<file path="config.mk">
export PLATFORM = sky130hd
export DESIGN_NAME = sync_fifo
export DESIGN_NICKNAME = d
export VERILOG_FILES = /design/src/rtl/sync_fifo.sv
export SDC_FILE = /design/constraint.sdc
export NUM_CORES = 1
export LEC_CHECK = 0
export BUFFER_PORTS_ARGS = -buffer_cell sky130_fd_sc_hd__buf_2
export CAP_MARGIN = 20
export CORE_UTILIZATION = 40
export CTS_CLUSTER_DIAMETER = 50
export CTS_CLUSTER_SIZE = 16
export DETAILED_ROUTE_END_ITERATION = 8
export SYNTH_ARGS = -nofsm -noshare
export SYNTH_HDL_FRONTEND = slang
export SYNTH_SLANG_ARGS = --single-unit
</file>
<file path="constraint.sdc">
create_clock -name aclk -period 3.9 [get_ports aclk]
set_clock_uncertainty 0.05 [all_clocks]
set_input_delay 0.195 -clock aclk [delete_from_list [all_inputs] [get_ports aclk]]
set_output_delay 0.195 -clock aclk [all_outputs]
set_load 0.01 [all_outputs]
</file>
<file path="src/rtl/sync_fifo.sv">
// sync_fifo: single-clock FIFO with occupancy count, almost-full/almost-empty
// thresholds and sticky overflow/underflow flags.
// Read mode is selected at compile time by SYNC_FIFO_FWFT_EN:
//   defined   -> first-word-fall-through (rd_data shows the head word)
//   undefined -> registered read, 1-cycle latency, rd_valid pulses
module sync_fifo #(
    parameter int unsigned DATA_WIDTH    = 8,
    parameter int unsigned PTR_WIDTH     = 4,
    parameter int unsigned AFULL_THRESH  = 12,
    parameter int unsigned AEMPTY_THRESH = 2
) (
    input  logic                  aclk,
    input  logic                  aresetn,
    input  logic                  wr_en,
    input  logic [DATA_WIDTH-1:0] wr_data,
    input  logic                  rd_en,
    output logic [DATA_WIDTH-1:0] rd_data,
    output logic                  rd_valid,
    output logic                  full,
    output logic                  empty,
    output logic                  almost_full,
    output logic                  almost_empty,
    output logic [PTR_WIDTH:0]    count,
    input  logic                  clr_err,
    output logic                  oflow,
    output logic                  uflow
);

    localparam int unsigned DEPTH = 2 ** PTR_WIDTH;

    localparam logic [PTR_WIDTH:0]   DEPTH_CNT  = (PTR_WIDTH+1)'(DEPTH);
    localparam logic [PTR_WIDTH:0]   AFULL_CNT  = (PTR_WIDTH+1)'(AFULL_THRESH);
    localparam logic [PTR_WIDTH:0]   AEMPTY_CNT = (PTR_WIDTH+1)'(AEMPTY_THRESH);
    localparam logic [PTR_WIDTH:0]   CNT_ONE    = (PTR_WIDTH+1)'(1);
    localparam logic [PTR_WIDTH-1:0] PTR_ONE    = PTR_WIDTH'(1);

    logic [DATA_WIDTH-1:0] mem [DEPTH];
    logic [PTR_WIDTH-1:0]  wr_ptr;
    logic [PTR_WIDTH-1:0]  rd_ptr;
    logic                  wr_accept;
    logic                  rd_accept;

    // Status flags decode only the registered count, never the requests.
    always_comb begin
        full         = (count == DEPTH_CNT);
        empty        = (count == '0);
        almost_full  = (count >= AFULL_CNT);
        almost_empty = (count <= AEMPTY_CNT);
        wr_accept    = wr_en && !full;
        rd_accept    = rd_en && !empty;
    end

    // Storage is deliberately left without reset.
    always_ff @(posedge aclk) begin
        if (wr_accept) begin
            mem[wr_ptr] <= wr_data;
        end
    end

    // Pointers wrap naturally; count tracks net occupancy change.
    always_ff @(posedge aclk or negedge aresetn) begin
        if (!aresetn) begin
            wr_ptr <= '0;
            rd_ptr <= '0;
            count  <= '0;
        end else begin
            if (wr_accept) begin
                wr_ptr <= wr_ptr + PTR_ONE;
            end
            if (rd_accept) begin
                rd_ptr <= rd_ptr + PTR_ONE;
            end
            if (wr_accept && !rd_accept) begin
                count <= count + CNT_ONE;
            end else if (rd_accept && !wr_accept) begin
                count <= count - CNT_ONE;
            end
        end
    end

    // Sticky error flags; a new error in the clearing cycle takes priority.
    always_ff @(posedge aclk or negedge aresetn) begin
        if (!aresetn) begin
            oflow <= 1'b0;
            uflow <= 1'b0;
        end else begin
            if (wr_en && full) begin
                oflow <= 1'b1;
            end else if (clr_err) begin
                oflow <= 1'b0;
            end
            if (rd_en && empty) begin
                uflow <= 1'b1;
            end else if (clr_err) begin
                uflow <= 1'b0;
            end
        end
    end

`ifdef SYNC_FIFO_FWFT_EN
    // Head word is presented directly; rd_en acts as the pop.
    always_comb begin
        rd_data  = mem[rd_ptr];
        rd_valid = !empty;
    end
`else
    // Registered read: data loaded on the accepting edge, valid pulses once.
    always_ff @(posedge aclk or negedge aresetn) begin
        if (!aresetn) begin
            rd_data  <= '0;
            rd_valid <= 1'b0;
        end else begin
            rd_valid <= rd_accept;
            if (rd_accept) begin
                rd_data <= mem[rd_ptr];
            end
        end
    end
`endif

endmodule
</file>
; ---- After elaboration in Yosys (flattened, before gate mapping)
; Memory sizes are Yosys's and may differ from the RTL's. A register that Yosys moved wholly into a read port is not among the register bits.
; Index checks and enable logic that the tools add are counted.
[op_classes]
add_sub_neg = 4
order_cmp = 2
eq_ne = 1
n_mux = 7
n_reduce_logical = 15
[ops]
columns = cell, count
row1 = 5-bit two-way mux, 2
row2 = "4-bit by 1-bit adder with 4-bit output, second input constant", 2
row3 = 1-bit logical AND, 6
row4 = 2-bit nonzero test, 3
row5 = "5-bit by 1-bit adder with 5-bit output, second input constant", 1
row6 = "5-bit == test, second input constant", 1
row7 = "5-bit by 4-bit greater-or-equal comparator with 1-bit output, second input constant", 1
row8 = "5-bit by 2-bit less-or-equal comparator with 1-bit output, second input constant", 1
row9 = 1-bit zero test, 5
row10 = 5-bit zero test, 1
row11 = 1-bit two-way mux, 5
row12 = "5-bit by 1-bit subtractor with 5-bit output, second input constant", 1
[word_totals]
reg_bits = 16
ramBits = 128
input_bits = 13
out_inout_bits = 20
elab_cells = 36
mem_count = 1
[mem_list]
columns = name, depth, width, rd, rd_clocked_by_memory_dff, write_ports, line
row1 = mem, 16, 8, 1, 1, 1, 37  ; logic [DATA_WIDTH-1:0] mem [DEPTH];

; ---- Longest topological paths before layout
[logic_depth]
word_depth = 7
ltp_mapped = 10
mapped_depth_nobuf = 9

; ---- Worst setup path before layout
; OpenSTA, ideal clock, no wires.
[synth_path]
path_kind = reg2reg
start = register count[3]
end = register count[4]
setup_ps = 80
arrival_time_ps = 2642
required_time_ps = 3770
slack_ps = 1128
stages_incl_launch_ff = 11
cell_sequence = dfrtp_1 or3_4 o31ai_4 buf_6 ha_1 inv_1 fa_1 a21o_1 a21oi_1 mux2i_1 xnor2_1
[synth_via]
elab_chain_len = 6
[synth_lines]
columns = element, line
row1 = from (decl), 23  ; output logic [PTR_WIDTH:0] count,
row2 = from (signal assigned), 74  ; count <= count + CNT_ONE;
row3 = from (signal assigned), 76  ; count <= count - CNT_ONE;
row4 = "parallel branches: the longest is 6 deep, another holds 5-bit by 1-bit subtractor with 5-bit output", -
; Parallel ways; which one is timed is not known. The select of a mux whose other input is x is not followed.
; A chain may end at the register's enable or synchronous reset.

; ---- Worst setup path after layout
; Ends and elaborated chain as after synthesis.

==> results.yml <==
outcome:
  status: "finished clean"
final_layout:
  antenna_cells: 0
  final_net_count: 386
  syn2layout_area_growth_pct: 14.68
  fillCellCount: 1244
  layout-drive-gt1-share: 0.2827
setup_path:
  required_ps: 4190
  path_delay_family: "adder cells"
  path_max_fanout: 12
  cp_num_buf_inv: 2
  cp.arrival_ps: 3140
  worst_setup_path_start_kind: "flop"
  cpPeakStageDelay_ps: 430
  r2r_cells: 10
  crit_path_end_kind: "flop"
  cp_slowest_cell: "dfrtp_1"
  rrSetupSlack_ps: 1050
  critPathKind: "reg2reg"
  cp.depth: 10
  path_cells: "or3_4 > o31ai_4 > buf_4 > ha_1 > inv_1 > fa_1 > a21o_1 > a21oi_1 > mux2i_1 > xnor2_1"
place:
  routabilityCongestion: 0.7773
  dp_hpwl_um: 7475
  port_buffers: 32
  post-place-ws_ps: 1050
power_and_ir_drop:
  powerDensity_nw_per_um2: 733.3
  p_leak_nw: 2.497
  ir_drop_mv: 0.3559
synthesis:
  syn_area_um2: 6161
  synth_top_area_cell: "edfxtp_1"
  ys_ff_latch: 152
  async_reset_ff_frac: 0.1579
  ys_seq_area_frac: 0.7214
  ys.flop_type: "edfxtp_1"
  syn_nets: 337
  synth_edf_count: 128
  yosysMostFrequentCell: "edfxtp_1"
  synth_area_leaders: "edfxtp_1 62%, mux4_2 9.9%, dfrtp_1 9.7%"
  synth_cell_type_count: 36
  synth_cells: 314
  ys_warn_count: 0
  synth_top_area_share: 0.6239
  syn_area_per_cell_um2: 19.62
  netlist_top_cells_count: "128 x edfxtp_1, 27 x mux4_2, 24 x dfrtp_1"
global_routing:
  grt_pass1_vias: 3081
  grt_pass1_wl_um: 18210
  grt_start_max_net_pins: 25
  grt_usage: 0.1611
  overflow: 0
  antenna_found_initial: 1
min_path:
  holdPathStages: 3
  hold_class: "in2reg"
clock_network:
  clkLatencyLatePin_ps: 420
  cts_setup_buffers: 0
  cts_resized: 0
  cts-root-buf: "clkbuf_16"
  clk_path_buf_depth: 2
  cts_buffers: 17
  clkSinkCount: 152
  clkTransAtPathRegs_ps: 60
  h-tree-depth: 4
  cts_tree: "done"
sta:
  period_share: 0.7309
  finalHoldViolCount: 0
  slew_viol_final: 0
  setup-tns-final_ps: 0
  finalSetupViolations: 0
  finalWorstSetupSlack_ps: 1049
  worstMarginPinSlew_ps: 987.2
  clock.fmax_ghz: 0.3508
  grt_setup_unrepaired: "no"
  hold_ws_ps: 50.22
  slew_headroom: 0.3394
  fin_crit_ps: 2851
route:
  wl_um: 11770
  dr.pass1.iters: 4
  remaining_drc_errors: 0
  drtIter0Drc: 262
  drtAntennaViolNets: 0
  via_per_inst: 5.333
  wl_per_cell_um: 21.05
  vias: 2981
  met1_length_um: 5257
  wl_met3_um: 587
  top_layer: "met4"
  wl_met2_um: 5761
die:
  initial_utilization: 0.4176
  rows: 44
  pin_count: 33
  die_y_um: 126.1
  dieArea_um2: 15900
  die-width_um: 126.1
  core_um2: 14750
job:
  max_cap_viol_count: 0
path summary, 6_finish.rpt:
check                                      from                    end
hold / removal                          clr_err      oflow$_DFFE_PN0P_
setup reg to reg           count[3]$_DFFE_PN0P_   count[4]$_DFFE_PN0P_
max in group asynchronous               aresetn  rd_ptr[1]$_DFFE_PN0P_
setup / recovery           count[3]$_DFFE_PN0P_   count[4]$_DFFE_PN0P_
min in group asynchronous               aresetn   count[0]$_DFFE_PN0P_
hold reg to reg               oflow$_DFFE_PN0P_      oflow$_DFFE_PN0P_
stage by stage:
step	area [um2]	utilization	power (W)	std cells
after global placement	6482	0.4394	0.003695	524
after CTS	7038	0.4770	0.005210	558
final	7066	0.4789	0.005181	559
after floorplan	6161	-	0.003353	314
after detailed placement	6482	0.4394	0.003735	524
after global routing	7066	0.4789	0.005454	559
per-layer routing:
metal,up-vias,global-route usage
met1,1541,0.2099
met4,0,0.05882
met2,76,0.2584
li1,1348,-
met5,-,0
met3,16,0.04588
state kept, by name, indices dropped and copies added (netlist names):
register  cells
uflow         1
rd_data       8
rd_ptr        4
rd_valid      1
oflow         1
mem         128
wr_ptr        4
count         5
cells by family (layout without fill, tap and decap cells):
family / Yosys count / count (layout) / synth area share
simple gates: 50 / 50 / 0.03716
fa+ha+maj: 10 / 10 / 0.02153
buf+inv: 21 / 82 / 0.02620
mux: 49 / 49 / 0.1478
xor+xnor: 10 / 10 / 0.01422
flops: 152 / 152 / 0.7214
compound gates: 22 / 22 / 0.03168
placed cells by master, fill, tap and decap left out, types with 9 or more instances in the layout:
cell type	netlist	final
xnor2_1	9	9
nor2_1	17	17
mux4_2	27	27
edfxtp_1	128	128
buf_2	2	32
mux2i_1	16	16
ha_1	9	9
dfrtp_1	24	24
buf_4	0	9
nand2_1	19	19
clkbuf_16	0	17
final cells by class:
cell class	instances	area [um2]	area share
sequential	152	4444	0.6290
tap	184	230.2	0.03258
clock buffer	17	425.4	0.06021
inverter	6	25.02	0.003542
clock inverter	14	100.1	0.01417
multi-input combinational	141	1555	0.2201
timing repair buffer	45	285.3	0.04038
worst reg2reg max path, delay by kind of cell, from the launching register on:
family	cells	cell delay (ps)
compound gates	3	540
xor+xnor	1	130
fa+ha+maj	2	620
buf+inv	2	360
flops	1	430
mux	1	230
simple gates	1	430
repair_timing:
item / CTS / global route
hold endpoints to repair: 26 / 0
hold buffers: 3 / 0
endpoints found under the setup margin: 0 / 0
power breakdown:
| group | internal (W) | total (W) | switching [W] |
|---|---|---|---|
| logic | 0.000720 | 0.00143 | 0.000709 |
| clock network | 0.000813 | 0.00147 | 0.000654 |
| registers | 0.00202 | 0.00229 | 0.000265 |
No activity file was read; power rests on OpenSTA's default activity.
